`config.mk`:
```
export PLATFORM = sky130hd
export DESIGN_NAME = stereo_frame_source_flat
export DESIGN_NICKNAME = d
export VERILOG_FILES = /design/src/rtl/stereo_frame_source_if.sv /design/src/rtl/stereo_frame_source.sv /design/src/flat_wrapper.sv
export SDC_FILE = /design/constraint.sdc
export NUM_CORES = 2
export LEC_CHECK = 0
export BUFFER_PORTS_ARGS = -buffer_cell sky130_fd_sc_hd__buf_2
export CORE_ASPECT_RATIO = 0.8
export CORE_MARGIN = 2
export CORE_UTILIZATION = 35
export CTS_BUF_LIST = sky130_fd_sc_hd__clkbuf_4
export CTS_CLUSTER_DIAMETER = 80
export DETAILED_ROUTE_END_ITERATION = 10
export PLACE_DENSITY = 0.49
export SETUP_SLACK_MARGIN = 0.2
export SYNTH_ARGS = -nofsm -noshare
export SYNTH_HDL_FRONTEND = slang
export SYNTH_SLANG_ARGS = --single-unit
```
`constraint.sdc`:
```
create_clock -name clk -period 2.92 [get_ports clk]
set_input_delay 0 -clock clk [delete_from_list [all_inputs] [get_ports clk]]
set_output_delay 0 -clock clk [all_outputs]
set_load 0.005 [all_outputs]
```
`src/rtl/stereo_frame_source_if.sv`:
```
// Camera write side and disparity-engine read side of the stereo frame buffer.
// master = the frame source itself, slave = camera/engine (or bench) side.
interface stereo_frame_source_if;
    logic       cam_sof;
    logic       cam_valid;
    logic       cam_sel;
    logic [7:0] cam_data;
    logic       rd_en;
    logic       rd_sel;
    logic [7:0] image_data;
    logic       rd_valid;
    logic       rd_last;
    logic       buffer_ready;
    logic       left_done;
    logic       right_done;
    logic       overrun;

    modport master (
        input  cam_sof, cam_valid, cam_sel, cam_data, rd_en, rd_sel,
        output image_data, rd_valid, rd_last, buffer_ready, left_done, right_done, overrun
    );

    modport slave (
        output cam_sof, cam_valid, cam_sel, cam_data, rd_en, rd_sel,
        input  image_data, rd_valid, rd_last, buffer_ready, left_done, right_done, overrun
    );
endinterface

```
`src/rtl/stereo_frame_source.sv`:
```
// Captures a left and right frame, then serves them in raster order; read data 1 cycle after rd_en.
// No camera backpressure: beats arriving while frames are locked are dropped and flagged on overrun.
module stereo_frame_source #(
    parameter int WIDTH  = 20,
    parameter int HEIGHT = 7,
    parameter int ADDR_W = 8
) (
    input  logic                  clk,
    input  logic                  reset,
    stereo_frame_source_if.master bus
);
    localparam int DEPTH = 1 << ADDR_W;
    localparam logic [ADDR_W-1:0] N_A    = ADDR_W'(WIDTH * HEIGHT);
    localparam logic [ADDR_W-1:0] LAST_A = ADDR_W'(WIDTH * HEIGHT - 1);
    localparam logic [ADDR_W-1:0] ONE_A  = ADDR_W'(1);

    typedef enum logic [1:0] {ST_CAPTURE, ST_READY, ST_DRAIN} state_t;
    state_t state_q, state_d;

    logic [1:0][ADDR_W-1:0] wp_q, wp_d, rp_q, rp_d;
    logic [1:0]             armed_q, armed_d, done_q, done_d;
    logic rd_valid_q, rd_valid_d, rd_last_q, rd_last_d, overrun_q, overrun_d;
    logic img_seen_q, img_seen_d, out_sel_q, out_sel_d;

    logic              locked, buffer_ready, rd_fire, drain_done, wr_en;
    logic [ADDR_W-1:0] wr_addr;
    logic [7:0]        mem_l [DEPTH];
    logic [7:0]        mem_r [DEPTH];
    logic [7:0]        ram_l_rd, ram_r_rd;

    // State register
    always_ff @(posedge clk or posedge reset) begin
        if (reset) state_q <= ST_CAPTURE;
        else       state_q <= state_d;
    end

    // Next-state logic
    always_comb begin
        state_d = state_q;
        case (state_q)
            ST_CAPTURE: if (&done_q)    state_d = ST_READY;
            ST_READY:   if (rd_fire)    state_d = ST_DRAIN;
            ST_DRAIN:   if (drain_done) state_d = ST_CAPTURE;
            default:                    state_d = ST_CAPTURE;
        endcase
    end

    // Outputs of the FSM; the cycle where both frames just completed is already locked
    always_comb begin
        buffer_ready = (state_q != ST_CAPTURE);
        locked       = buffer_ready || (&done_q);
        rd_fire      = bus.rd_en && buffer_ready && (rp_q[bus.rd_sel] != N_A);
        drain_done   = (state_q == ST_DRAIN) && rd_valid_q && rd_last_q &&
                       (rp_q[0] == N_A) && (rp_q[1] == N_A);
    end

    always_comb begin
        wp_d       = wp_q;
        rp_d       = rp_q;
        armed_d    = armed_q;
        done_d     = done_q;
        rd_valid_d = 1'b0;
        rd_last_d  = 1'b0;
        overrun_d  = 1'b0;
        img_seen_d = img_seen_q;
        out_sel_d  = out_sel_q;
        wr_en      = 1'b0;
        wr_addr    = bus.cam_sof ? '0 : wp_q[bus.cam_sel];

        if (locked) begin
            overrun_d = bus.cam_valid || bus.cam_sof;
        end else begin
            if (bus.cam_sof) begin
                wp_d[bus.cam_sel]    = '0;
                armed_d[bus.cam_sel] = 1'b1;
                done_d[bus.cam_sel]  = 1'b0;
            end
            if (bus.cam_valid && (bus.cam_sof || armed_q[bus.cam_sel])) begin
                wr_en             = 1'b1;
                wp_d[bus.cam_sel] = wr_addr + ONE_A;
                if (wr_addr == LAST_A) begin
                    done_d[bus.cam_sel]  = 1'b1;
                    armed_d[bus.cam_sel] = 1'b0;
                end
            end
        end

        if (rd_fire) begin
            rp_d[bus.rd_sel] = rp_q[bus.rd_sel] + ONE_A;
            rd_valid_d       = 1'b1;
            rd_last_d        = (rp_q[bus.rd_sel] == LAST_A);
            img_seen_d       = 1'b1;
            out_sel_d        = bus.rd_sel;
        end

        if (drain_done) begin
            rp_d    = '0;
            armed_d = '0;
            done_d  = '0;
        end
    end

    always_ff @(posedge clk or posedge reset) begin
        if (reset) begin
            wp_q       <= '0;
            rp_q       <= '0;
            armed_q    <= '0;
            done_q     <= '0;
            rd_valid_q <= 1'b0;
            rd_last_q  <= 1'b0;
            overrun_q  <= 1'b0;
            img_seen_q <= 1'b0;
            out_sel_q  <= 1'b0;
        end else begin
            wp_q       <= wp_d;
            rp_q       <= rp_d;
            armed_q    <= armed_d;
            done_q     <= done_d;
            rd_valid_q <= rd_valid_d;
            rd_last_q  <= rd_last_d;
            overrun_q  <= overrun_d;
            img_seen_q <= img_seen_d;
            out_sel_q  <= out_sel_d;
        end
    end

    // Frame RAMs: one write port, one registered read port each, no reset
    always_ff @(posedge clk) begin
        if (wr_en && !bus.cam_sel) mem_l[wr_addr] <= bus.cam_data;
        if (rd_fire && !bus.rd_sel) ram_l_rd <= mem_l[rp_q[0]];
    end

    always_ff @(posedge clk) begin
        if (wr_en && bus.cam_sel) mem_r[wr_addr] <= bus.cam_data;
        if (rd_fire && bus.rd_sel) ram_r_rd <= mem_r[rp_q[1]];
    end

    // img_seen masks the unreset RAM read registers so image_data is 0 out of reset
    assign bus.image_data   = img_seen_q ? (out_sel_q ? ram_r_rd : ram_l_rd) : 8'h00;
    assign bus.rd_valid     = rd_valid_q;
    assign bus.rd_last      = rd_last_q;
    assign bus.buffer_ready = buffer_ready;
    assign bus.left_done    = done_q[0];
    assign bus.right_done   = done_q[1];
    assign bus.overrun      = overrun_q;
endmodule

```
`src/flat_wrapper.sv`:
```
// flat-port wrapper written by rule: the top's interface ports become plain ports
module stereo_frame_source_flat 
#(
    parameter int WIDTH  = 20,
    parameter int HEIGHT = 7,
    parameter int ADDR_W = 8
)
  (clk, reset, bus_cam_sof, bus_cam_valid, bus_cam_sel, bus_cam_data, bus_rd_en, bus_rd_sel, bus_image_data, bus_rd_valid, bus_rd_last, bus_buffer_ready, bus_left_done, bus_right_done, bus_overrun);
  stereo_frame_source_if bus_i ();
  input  logic clk;
  input  logic reset;
  input wire logic [$bits(bus_i.cam_sof)-1:0] bus_cam_sof;
  input wire logic [$bits(bus_i.cam_valid)-1:0] bus_cam_valid;
  input wire logic [$bits(bus_i.cam_sel)-1:0] bus_cam_sel;
  input wire logic [$bits(bus_i.cam_data)-1:0] bus_cam_data;
  input wire logic [$bits(bus_i.rd_en)-1:0] bus_rd_en;
  input wire logic [$bits(bus_i.rd_sel)-1:0] bus_rd_sel;
  output wire logic [$bits(bus_i.image_data)-1:0] bus_image_data;
  output wire logic [$bits(bus_i.rd_valid)-1:0] bus_rd_valid;
  output wire logic [$bits(bus_i.rd_last)-1:0] bus_rd_last;
  output wire logic [$bits(bus_i.buffer_ready)-1:0] bus_buffer_ready;
  output wire logic [$bits(bus_i.left_done)-1:0] bus_left_done;
  output wire logic [$bits(bus_i.right_done)-1:0] bus_right_done;
  output wire logic [$bits(bus_i.overrun)-1:0] bus_overrun;
  assign bus_i.cam_sof = bus_cam_sof;
  assign bus_i.cam_valid = bus_cam_valid;
  assign bus_i.cam_sel = bus_cam_sel;
  assign bus_i.cam_data = bus_cam_data;
  assign bus_i.rd_en = bus_rd_en;
  assign bus_i.rd_sel = bus_rd_sel;
  assign bus_image_data = bus_i.image_data;
  assign bus_rd_valid = bus_i.rd_valid;
  assign bus_rd_last = bus_i.rd_last;
  assign bus_buffer_ready = bus_i.buffer_ready;
  assign bus_left_done = bus_i.left_done;
  assign bus_right_done = bus_i.right_done;
  assign bus_overrun = bus_i.overrun;
  stereo_frame_source #(.WIDTH(WIDTH), .HEIGHT(HEIGHT), .ADDR_W(ADDR_W)) u_core (.clk(clk), .reset(reset), .bus(bus_i));
endmodule
```
==> impl_metrics.toml <==
[run_status]
status = "complete, but fails checks"
violations = "setup timing"

[floorplan]
die_area_um2 = 467000
die_y_um = 612
ioPinCount = 29
initial_core_util = 0.351
rows = 223
design.core.area_um2 = 461000
die_x_um = 764

[global_route]
overflow = 0
track_usage = 0.202
first_global_vias = 92500
grt_max_degree = 101
grt_pass1_wl_mm = 671
antenna_found_initial = 31

[route]
avgViaCountPerCell = 5.26
ant_nets = 0
drt_pass1_iterations = 5
drcViolationCount = 0
drt-initial-drc-count = 10100
wl_mm = 475
post_drt_wl_per_cell_um = 28.0
vias = 89300

[timing]
tightest_slew_ps = 1090
fmax_ghz = 0.313
worst_clock_skew_ps = 154
grt_setup_unrepaired = "yes"
setup_violations = 22
drv_slew = 0
slew_headroom = 0.274
fin_crit_sh = 1.09
hold_viol = 0
fin_crit_ps = 3200
setup_ws_ps = -276

[synthesis]
syn-num-nets = 7888
synth_ff_type = "edfxtp_1"
synth_cell_type_count = 73
yosys-mux-area-fraction = 0.142
synth_compound_area_frac = 0.0394
synth_xor_area_frac = 0.000813
ys_ff_latch = 4155
synth_edf_count = 4112
synth_top_family_by_area = "multiplexers"
avgSynthCellArea_um2 = 20.6
synthSimpleGateAreaFrac = 0.0276
synthCells = 7866
synth_top_area_cell = "edfxtp_1"
syn_area_um2 = 162000
yosys_warnings = 0
synthAdderAreaFrac = 0.000542
seq_area_frac_synth = 0.770
synth_top_area_frac = 0.764
synthTopCellsByArea = "edfxtp_1, mux4_2, mux2i_1, nor2_1, a22oi_1"
synthArstFlopShare = 0.0103

[clock_network]
cts_buffers = 1143
clk_latency_ps = 1720
ctsLongestPathBuffers = 5
cts-root-buf = "clkbuf_4"
clkSinkCount = 4155
cts_max_level = 7
tritoncts = "yes"
cts.reportedPaths.clkPinSlew_ps = 70

[finish]
area_growth_pct = 22.2
fin_util = 0.429
drive_gt1_frac = 0.413
nets = 10100
final_cells = 17000

[placed_design]
dp.cells = 14900
numPortBuffers = 28
hpwl_mm = 296
gp_congestion = 0.844

[critical_path]
slowest_delay_ps = 600
arrival_ps = 4610
slowest_stage = "nor4_4"
worstSetupPathType = "reg2reg"
cp-start-kind = "flop"
required_ps = 4340
critPathTopFamily = "buffers and inverters"
cp_num_buf_inv = 6
crit_path_cell_trace = "buf_12, buf_16, buf_16, buf_8, mux4_2, a22oi_2, a21oi_2, buf_4, nor4_4, buf_4, nor4_1"
end_kind = "flop"
critical_path.max_fanout = 8

[flow_run]
cap_violations = 0

[pwr]
leakagePower_nw = 65.0
power_density_nw_per_um2 = 607
ir_drop_mv = 0.382

[min_path]
hold_path.class = "in2reg"
[where the power goes]
group	total [mW]	internal [mW]	switching [mW]	leakage, nW
sequential	65.6	65.5	0.0304	37.5
clock	48.9	25.8	23.1	7.86
combinational	5.51	2.29	3.22	19.7
[layer usage]
layer  GRT usage  vias to the layer above  share of wire
li1            -                    37900              -
met1       0.290                    47100           0.45
met2       0.306                     3603           0.46
met3      0.0401                      607          0.070
met4      0.0719                        0          0.022
met5           0                        -              0
[synthesized netlist by cell type (71+ instances only)]
cell type	instances
nor2_1	604
buf_2	125
mux4_2	818
o22ai_1	71
mux2i_1	382
o21ai_0	101
clkbuf_1	218
o221ai_1	96
a22oi_1	259
edfxtp_1	4112
a21oi_1	178
nand2_1	133
[worst paths after layout]
path | startpoint | end | slack, ps | cells after the start
setup / recovery | u_core.rp_q[8]$_DFFE_PP0P_ | u_core.ram_r_rd[5]$_DFFE_PP_ | -280 | 11
hold / removal | bus_rd_en | u_core.bus.rd_valid$_DFF_PP0_ | 280 | 6
setup reg to reg | u_core.rp_q[8]$_DFFE_PP0P_ | u_core.ram_r_rd[5]$_DFFE_PP_ | -280 | 11
hold reg to reg | u_core.wp_q[1]$_DFFE_PP0N_ | u_core.wp_q[1]$_DFFE_PP0N_ | 480 | 2
max in group asynchronous | reset | u_core.wp_q[1]$_DFFE_PP0N_ | 1890 | 7
min in group asynchronous | reset | u_core.rp_q[3]$_DFFE_PP0P_ | 710 | 7
[area by class of cell]
class                      instances  area [um2]
multi-input combinational       3185       36100
clock inverter                   202        1100
timing repair buffer            1607       15900
tap                             6187        7740
clock buffer                    1587       11900
fill                           40500      263000
sequential                      4155      125000
antenna                           20        50.0
inverter                          21        87.6
[timing repair]
action                                   CTS  global route
endpoints found under the hold margin   8294             0
cloned                                    10             4
endpoints found under the setup margin  1971           301
hold buffers                              52             0
setup buffers                             77            64
gates resized for setup                  385           151
pin swaps                                 97            78
[stage by stage]
| step | instance area, um2 | hold slack, ps | TNS (ps) | total power [mW] | worst slack (ps) |
|---|---|---|---|---|---|
| global placement | 180000 | 340 | -36440 | 71.7 | -1180 |
| global route | 198000 | 214 | -4730 | 125 | -347 |
| CTS | 196000 | 22.9 | -4440 | 121 | -573 |
| finish | 198000 | 284 | -3090 | 120 | -276 |
| floorplan | 162000 | 98.9 | 0 | 69.2 | 242 |
| detailed placement | 180000 | 346 | -42610 | 71.8 | -1110 |
[registers in the layout, summed over array words and instances (netlist names)]
name                 count
u_core.armed_q           2
u_core.mem_l          2048
u_core.wp_q             16
u_core.bus.rd_valid      1
u_core.rp_q             16
u_core.state_q           2
u_core.ram_l_rd          8
u_core.done_q            2
u_core.out_sel_q         1
u_core.img_seen_q        1
u_core.bus.rd_last       1
u_core.bus.overrun       1
u_core.ram_r_rd          8
u_core.mem_r          2048
[layout by cell type (no fill, tap or decap), types with 17 or more instances in the layout]
| master | count |
|---|---|
| buf_12 | 208 |
| nand2_2 | 27 |
| mux2_2 | 22 |
| buf_16 | 31 |
| clkbuf_4 | 1587 |
| buf_6 | 56 |
| dfrtp_1 | 28 |
| a221oi_1 | 25 |
| nand3_1 | 35 |
| dlygate4sd3_1 | 43 |
| a21oi_2 | 30 |
| a22o_1 | 27 |
| o22ai_1 | 55 |
| buf_8 | 26 |
| a21oi_1 | 145 |
| mux4_2 | 820 |
| nor2_1 | 590 |
| edfxtp_1 | 4112 |
| mux2i_1 | 368 |
| o21ai_0 | 89 |
| a22oi_2 | 57 |
| a221oi_2 | 23 |
| nand2b_1 | 21 |
| a211oi_1 | 22 |
| o221ai_1 | 83 |
| nor4_2 | 27 |
| nand2_1 | 104 |
| diode_2 | 20 |
| clkinv_2 | 25 |
| nor3_2 | 25 |
| o211ai_1 | 17 |
| buf_4 | 1219 |
| clkinv_1 | 153 |
| a22oi_1 | 202 |
[cell families (layout without fill, tap and decap cells)]
family | Yosys count | in the layout
flip-flops | 4155 | 4155
multiplexers | 1241 | 1241
AND/OR/NAND/NOR | 1015 | 1015
AO/OA/AOI/OAI | 907 | 907
buffers and inverters | 526 | 3417
XOR/XNOR | 15 | 15
adder cells (fa/ha/maj) | 7 | 7
other | 0 | 20
[worst register-to-register path, cell delays in order, from the launching register on]
cell and delay (ps):
dfrtp_4 500, buf_12 150, buf_16 160, buf_16 190, buf_8 130, mux4_2 480
a22oi_2 210, a21oi_2 80, buf_4 150, nor4_4 600, buf_4 220, nor4_1 40
No activity file was read; power rests on OpenSTA's default activity.
